## config.mk

```make
export PLATFORM = sky130hd
export DESIGN_NAME = fetch_unit_flat
export DESIGN_NICKNAME = d
export VERILOG_FILES = /design/src/rtl/fetch_unit_if.sv /design/src/rtl/fetch_unit.sv /design/src/flat_wrapper.sv
export SDC_FILE = /design/constraint.sdc
export NUM_CORES = 1
export LEC_CHECK = 0
export ABC_AREA = 0
export ABC_CLOCK_PERIOD_IN_PS = 3200
export CAP_MARGIN = 5
export CELL_PAD_IN_SITES_DETAIL_PLACEMENT = 2
export CELL_PAD_IN_SITES_GLOBAL_PLACEMENT = 2
export CORE_UTILIZATION = 28
export DETAILED_ROUTE_END_ITERATION = 8
export GPL_ROUTABILITY_DRIVEN = 0
export MAX_ROUTING_LAYER = met4
export PLACE_DENSITY = 0.8
export SLEW_MARGIN = 20
export SYNTH_ARGS = -nofsm -noshare
export SYNTH_HDL_FRONTEND = slang
export SYNTH_SLANG_ARGS = --single-unit
```

## constraint.sdc

```tcl
create_clock -name clk -period 3.2 [get_ports clk]
set_input_delay 0.64 -clock clk [delete_from_list [all_inputs] [get_ports clk]]
set_output_delay 0.64 -clock clk [all_outputs]
set_load 0.02 [all_outputs]
```

## src/rtl/fetch_unit_if.sv

```systemverilog
// Fetch-unit bus bundle: program-memory address/data and the instruction
// valid/ready channel toward decode, plus the jump/halt controls.
//   master : fetch_unit side (drives mem_addr, instr, instr_addr, instr_valid)
//   slave  : environment side (drives mem_data, instr_ready, jump_en, jump_addr, halt)
interface fetch_unit_if #(
  parameter int unsigned ADDR_WIDTH = 8,
  parameter int unsigned DATA_WIDTH = 8
);
  logic [ADDR_WIDTH-1:0] mem_addr;
  logic [DATA_WIDTH-1:0] mem_data;
  logic [DATA_WIDTH-1:0] instr;
  logic [ADDR_WIDTH-1:0] instr_addr;
  logic                  instr_valid;
  logic                  instr_ready;
  logic                  jump_en;
  logic [ADDR_WIDTH-1:0] jump_addr;
  logic                  halt;

  modport master (
    output mem_addr, instr, instr_addr, instr_valid,
    input  mem_data, instr_ready, jump_en, jump_addr, halt
  );

  modport slave (
    input  mem_addr, instr, instr_addr, instr_valid,
    output mem_data, instr_ready, jump_en, jump_addr, halt
  );
endinterface

```

## src/rtl/fetch_unit.sv

```systemverilog
// Instruction fetch stage. Presents the PC to an async-read program memory,
// waits WAIT_CYCLES unhalted cycles, latches the returned byte and offers it
// to decode with a valid/ready handshake. All outputs are registered.
// Ports:
//   clk  : rising-edge clock
//   rst  : asynchronous, active-high reset
//   bus  : fetch_unit_if.master (mem_addr/mem_data, instr/instr_addr/
//          instr_valid/instr_ready, jump_en/jump_addr, halt)
module fetch_unit #(
  parameter int unsigned ADDR_WIDTH  = 8,
  parameter int unsigned DATA_WIDTH  = 8,
  parameter logic [ADDR_WIDTH-1:0] RESET_PC = '0,
  parameter int unsigned WAIT_CYCLES = 1
) (
  input  logic         clk,
  input  logic         rst,
  fetch_unit_if.master bus
);

  localparam int unsigned CNT_W = (WAIT_CYCLES > 1) ? $clog2(WAIT_CYCLES) : 1;
  localparam logic [CNT_W-1:0] CNT_LAST = CNT_W'(WAIT_CYCLES - 1);

  typedef enum logic {
    S_WAIT,
    S_HOLD
  } state_t;

  state_t                state_q, state_d;
  logic [ADDR_WIDTH-1:0] pc_q, pc_d;
  logic [CNT_W-1:0]      wait_cnt_q, wait_cnt_d;
  logic [DATA_WIDTH-1:0] instr_q, instr_d;
  logic [ADDR_WIDTH-1:0] instr_addr_q, instr_addr_d;
  logic                  valid_q, valid_d;

  always_ff @(posedge clk or posedge rst) begin
    if (rst) begin
      state_q      <= S_WAIT;
      pc_q         <= RESET_PC;
      wait_cnt_q   <= '0;
      instr_q      <= '0;
      instr_addr_q <= '0;
      valid_q      <= 1'b0;
    end else begin
      state_q      <= state_d;
      pc_q         <= pc_d;
      wait_cnt_q   <= wait_cnt_d;
      instr_q      <= instr_d;
      instr_addr_q <= instr_addr_d;
      valid_q      <= valid_d;
    end
  end

  always_comb begin
    state_d      = state_q;
    pc_d         = pc_q;
    wait_cnt_d   = wait_cnt_q;
    instr_d      = instr_q;
    instr_addr_d = instr_addr_q;
    valid_d      = valid_q;

    if (bus.jump_en) begin
      // Jump overrides everything: a held instruction is dropped (or counts
      // as delivered if ready was also high) and a pending capture is lost.
      pc_d       = bus.jump_addr;
      wait_cnt_d = '0;
      valid_d    = 1'b0;
      state_d    = S_WAIT;
    end else begin
      unique case (state_q)
        S_WAIT: begin
          if (!bus.halt) begin
            if (wait_cnt_q == CNT_LAST) begin
              instr_d      = bus.mem_data;
              instr_addr_d = pc_q;
              valid_d      = 1'b1;
              pc_d         = pc_q + ADDR_WIDTH'(1);
              wait_cnt_d   = '0;
              state_d      = S_HOLD;
            end else begin
              wait_cnt_d = wait_cnt_q + CNT_W'(1);
            end
          end
        end
        S_HOLD: begin
          // halt is deliberately not looked at here; it only stalls WAIT.
          if (bus.instr_ready) begin
            valid_d = 1'b0;
            state_d = S_WAIT;
          end
        end
        default: state_d = S_WAIT;
      endcase
    end
  end

  assign bus.mem_addr    = pc_q;
  assign bus.instr       = instr_q;
  assign bus.instr_addr  = instr_addr_q;
  assign bus.instr_valid = valid_q;

endmodule

```

## src/flat_wrapper.sv

```systemverilog
// flat-port wrapper written by rule: the top's interface ports become plain ports
module fetch_unit_flat 
#(
  parameter int unsigned ADDR_WIDTH  = 8,
  parameter int unsigned DATA_WIDTH  = 8,
  parameter logic [ADDR_WIDTH-1:0] RESET_PC = '0,
  parameter int unsigned WAIT_CYCLES = 1
)
  (clk, rst, bus_mem_addr, bus_instr, bus_instr_addr, bus_instr_valid, bus_mem_data, bus_instr_ready, bus_jump_en, bus_jump_addr, bus_halt);
  fetch_unit_if #(.ADDR_WIDTH(ADDR_WIDTH), .DATA_WIDTH(DATA_WIDTH)) bus_i ();
  input  logic clk;
  input  logic rst;
  output wire logic [$bits(bus_i.mem_addr)-1:0] bus_mem_addr;
  output wire logic [$bits(bus_i.instr)-1:0] bus_instr;
  output wire logic [$bits(bus_i.instr_addr)-1:0] bus_instr_addr;
  output wire logic [$bits(bus_i.instr_valid)-1:0] bus_instr_valid;
  input wire logic [$bits(bus_i.mem_data)-1:0] bus_mem_data;
  input wire logic [$bits(bus_i.instr_ready)-1:0] bus_instr_ready;
  input wire logic [$bits(bus_i.jump_en)-1:0] bus_jump_en;
  input wire logic [$bits(bus_i.jump_addr)-1:0] bus_jump_addr;
  input wire logic [$bits(bus_i.halt)-1:0] bus_halt;
  assign bus_mem_addr = bus_i.mem_addr;
  assign bus_instr = bus_i.instr;
  assign bus_instr_addr = bus_i.instr_addr;
  assign bus_instr_valid = bus_i.instr_valid;
  assign bus_i.mem_data = bus_mem_data;
  assign bus_i.instr_ready = bus_instr_ready;
  assign bus_i.jump_en = bus_jump_en;
  assign bus_i.jump_addr = bus_jump_addr;
  assign bus_i.halt = bus_halt;
  fetch_unit #(.ADDR_WIDTH(ADDR_WIDTH), .DATA_WIDTH(DATA_WIDTH), .RESET_PC(RESET_PC), .WAIT_CYCLES(WAIT_CYCLES)) u_core (.clk(clk), .rst(rst), .bus(bus_i));
endmodule
```

### After elaboration in Yosys (flattened, before gate mapping)

Index checks and enable logic that the tools add are counted.

* bits in registers: 27
* latch bits: 0
* memory bits (writable): 0
* ROM bits: 0
* output and inout bits: 25
* memories: 0

* add/subtract/negate cells: 2
* multipliers: 0
* divide/modulo/power cells: 0
* $lt $le $gt $ge: 0
* eq/ne operators: 6
* shift-type cells: 0
* multiplexer cells: 18
* bitwise operators: 4
* reduce and logical (&&, ||, !) cells: 4

Operators with widths (number)
* two-way mux 8 bit: 4
* two-way mux 1 bit: 12
* inequality test 3 bit, second input constant: 3
* adder 8 x 1 -> 8 bit, second input constant: 1
* inequality test 2 bit, second input constant: 3
* AND reduction 3 bit: 2
* NOT 1 bit: 4
* case mux 1 bit (2 select lines): 2
* AND reduction 4 bit: 1
* AND reduction 2 bit: 1
* adder 1 bit, second input constant: 1

### Logic depth before layout (Yosys ltp)

* word-level depth: 5
* mapped depth: 5

### Worst setup path after synthesis

Ideal clock, no wire load.

* path kind: input -> register
* start point: input port bus_halt
* end point: register u_core.instr_q[0], in the netlist u_core.bus.instr[0]
* setup time: 0.125 ns
* arrival time: 1.646 ns
* required time: 3.075 ns
* path slack: 1.429 ns
* cell stages on the path: 5
* path buffers: 2
* path through: or2_1 buf_6 nor2_4 buf_4 mux2_2

* longest elaborated chain between the ends: 2

Ends and longest elaborated chain
* start, declared: line flat_wrapper.sv:21 `input wire logic [$bits(bus_i.halt)-1:0] bus_halt;`
* NOT 1 bit (no source line)
* AND reduction 4 bit (no source line)
* end signal, assigned: line fetch_unit.sv:47 `instr_q <= instr_d;`
* end, declared: line fetch_unit.sv:31 `logic [DATA_WIDTH-1:0] instr_q, instr_d;`

Every way passes these cells.
A chain may end at the register's enable or synchronous reset.

### Worst setup path in the final report

* start point: input port bus_halt
* end point: register u_core.instr_q[6], in the netlist u_core.bus.instr[6]

Same word-level chain as after synthesis.

==> impl_metrics.tcl <==
set metrics [dict create \
    finalSetupTns_ns 0 \
    cts_tree "built" \
    synth_cells 93 \
    finalHoldViolations 0 \
    yosysTopAreaCellShare 0.565 \
    tightest_slew_ns 1.00 \
    synth_area_leader_cell "dfrtp_1" \
    post_drt_wl_per_cell_um 16.2 \
    clkTransAtPathRegs_ns 0.09 \
    clock-root-buffer "clkbuf_8" \
    ant_nets 0 \
    hold_path.class "flop to flop" \
    cts.sinks 26 \
    grt_use_total 0.153 \
    grt_pass1_vias 954 \
    drc 0 \
    relSlewSlack 0.333 \
    slew_viol_final 0 \
    worstReg2RegEnd "u_core.bus.instr[6]$_DFFE_PP0P_" \
    synth_cell_type_count 30 \
    worstSetupEndpoint "u_core.bus.instr[6]$_DFFE_PP0P_" \
    drt_iter0_drc 23 \
    rows 22 \
    hold_ws_ns 0.511 \
    die_area_um2 4380 \
    max_freq_mhz 472 \
    die_w_um 66.2 \
    cp-start-kind "input port" \
    nNetsFinal 162 \
    fin_cells 187 \
    crit_required_ns 3.35 \
    die_h_um 66.2 \
    vias_per_cell 4.76 \
    start_util 0.303 \
    leakage_nw 0.697 \
    vias 890 \
    crit_start "bus_halt" \
    synth_seq_cells 26 \
    syn_to_final_growth_pct 48.9 \
    r2r_cells 3 \
    ctsLongestPathBuffers 2 \
    cts_hold_buf 0 \
    cp-end-kind "flop" \
    insertion_delay_ns 0.26 \
    max-cap-violations 0 \
    r2r_slack_ns 1.49 \
    cts_buffers 3 \
    r2r-start "u_core.state_q$_DFF_PP0_" \
    path_max_fanout 16 \
    fin_crit_ns 2.12 \
    htreeDepth 1 \
    drive_gt1_frac 0.151 \
    synth.avg_cell_area_um2 12.4 \
    whs_path_depth 1 \
    antennaDiodeCount 0 \
    cpMaxStageDelayCell "clkdlybuf4s50_1" \
    fin_skew_ns 0.00307 \
    grt_pass1_wl_um 4850 \
    dp.cells 183 \
    core_area_um2 3800 \
    postCtsSetupBuffers 0 \
    cp_cell_sequence "clkdlybuf4s50_1 -> or2_1 -> nor2_4 -> mux2_2" \
    cts_resized 0 \
    final_common_cell "clkdlybuf4s50_1" \
    antenna_found_initial 0 \
    synth_seq_area_share 0.565 \
    ir_drop_mv 0.179 \
    layout_common_cells "45 x clkdlybuf4s50_1, 26 x dfrtp_1, 14 x mux2_2" \
    port_buffers 45 \
    grt_start_max_net_pins 27 \
    rsz0062_at_grt "no" \
    first_pass_iters 4 \
    routed_wirelength_um 3020 \
    fin_util 0.452 \
    boundaryPins 46 \
    outcome "finished, final reports clean" \
    grt_overflow 0 \
    worstPathArrival_ns 2.27 \
    setup_viol 0 \
    power.density_nw_per_um2 587 \
    synth_fp_nets 115 \
    synth_area_leaders "dfrtp_1 56%, mux2_2 14%, mux2_1 2.0%" \
    finalCritPeriodShare 0.662 \
    critical_path_class "input port to flop" \
    slowest_delay_ns 0.47 \
    syn_area_um2 1150 \
    yosysWarnings 0 \
    dp_hpwl_um 2240 \
]
[cells by family after synthesis]
kind of cell | count (synthesis) | synth area share
AO/OA/AOI/OAI | 12 | 0.0684
adder cells (fa/ha/maj) | 1 | 0.0109
flip-flops | 26 | 0.565
buffers and inverters | 6 | 0.0293
AND/OR/NAND/NOR | 29 | 0.147
XOR/XNOR | 2 | 0.0152
multiplexers | 17 | 0.165
[layout make-up]
| type | count | area, um2 |
|---|---|---|
| fill | 390 | 2080 |
| sequential | 26 | 651 |
| multi-input combinational | 61 | 468 |
| timing repair buffer | 46 | 458 |
| tap | 48 | 60.1 |
| clock buffer | 3 | 41.3 |
| clock inverter | 1 | 30.0 |
| inverter | 2 | 7.51 |
[power by group]
group / switching [mW] / leakage [nW] / internal, mW / total (mW)
clock: 0.0997 / 0.0357 / 0.167 / 0.267
combinational: 0.142 / 0.351 / 0.168 / 0.310
sequential: 0.0442 / 0.311 / 0.386 / 0.430
total: 0.286 / 0.697 / 0.721 / 1.01
[per-layer routing]
layer / global-route usage / wire length (um)
met5: - / 0
met4: 0.0479 / 27
met3: 0.0103 / 112
met2: 0.281 / 1580
met1: 0.178 / 1300
[how the worst min path moves through the flow]
stage / start / to / slack, ns
finish: u_core.bus.instr[1]$_DFFE_PP0P_ / u_core.bus.instr[1]$_DFFE_PP0P_ / 0.51
global route: u_core.bus.instr_addr[0]$_DFFE_PP0P_ / u_core.bus.instr_addr[0]$_DFFE_PP0P_ / 0.54
CTS: u_core.bus.instr[1]$_DFFE_PP0P_ / u_core.bus.instr[1]$_DFFE_PP0P_ / 0.52
detailed placement: u_core.bus.instr[1]$_DFFE_PP0P_ / u_core.bus.instr[1]$_DFFE_PP0P_ / 0.50
global placement: u_core.bus.instr[5]$_DFFE_PP0P_ / u_core.bus.instr[5]$_DFFE_PP0P_ / 0.47
floorplan: u_core.bus.instr[1]$_DFFE_PP0P_ / u_core.bus.instr[1]$_DFFE_PP0P_ / 0.61
[flip-flops by register name, indices dropped and copies added, names as in the netlist]
| register | flops |
|---|---|
| u_core.bus.instr_valid | 1 |
| u_core.bus.instr | 8 |
| u_core.bus.instr_addr | 8 |
| u_core.bus.mem_addr | 8 |
| u_core.state_q | 1 |
[synth_stat cells]
| library cell | n |
|---|---|
| dfrtp_1 | 26 |
| mux2_2 | 14 |
| nand2_1 | 6 |
| nor2_1 | 5 |
| nand2b_1 | 3 |
| nand3_1 | 3 |
| o21ai_0 | 3 |
| or4_1 | 3 |
| a21oi_1 | 2 |
| a31oi_1 | 2 |
| and3_1 | 2 |
| clkbuf_1 | 2 |
| inv_1 | 2 |
| mux2_1 | 2 |
| o31ai_1 | 2 |
| xnor2_1 | 2 |
| a211o_1 | 1 |
| a221o_1 | 1 |
| and4bb_2 | 1 |
| buf_4 | 1 |
| buf_6 | 1 |
| ha_1 | 1 |
| mux2i_1 | 1 |
| nand4_1 | 1 |
| nor2_4 | 1 |
| nor2b_1 | 1 |
| nor3b_1 | 1 |
| nor4b_1 | 1 |
| o211ai_1 | 1 |
| or2_1 | 1 |
[through the flow]
stage	power (mW)	area, um2	worst slack, ns
2_1_floorplan	0.583	1150	1.43
3_3_place_gp	0.738	1640	0.859
3_5_place_dp	0.752	1640	0.809
4_1_cts	1.02	1720	1.08
5_1_grt	1.06	1720	0.990
6_report	1.01	1720	1.08
[worst max-delay path, delay by kind of cell]
family | cells | cell delay, ns
buf+inv | 1 | 0.47
simple gates | 2 | 0.76
mux | 1 | 0.39
Power figures use the tool's default switching activity.
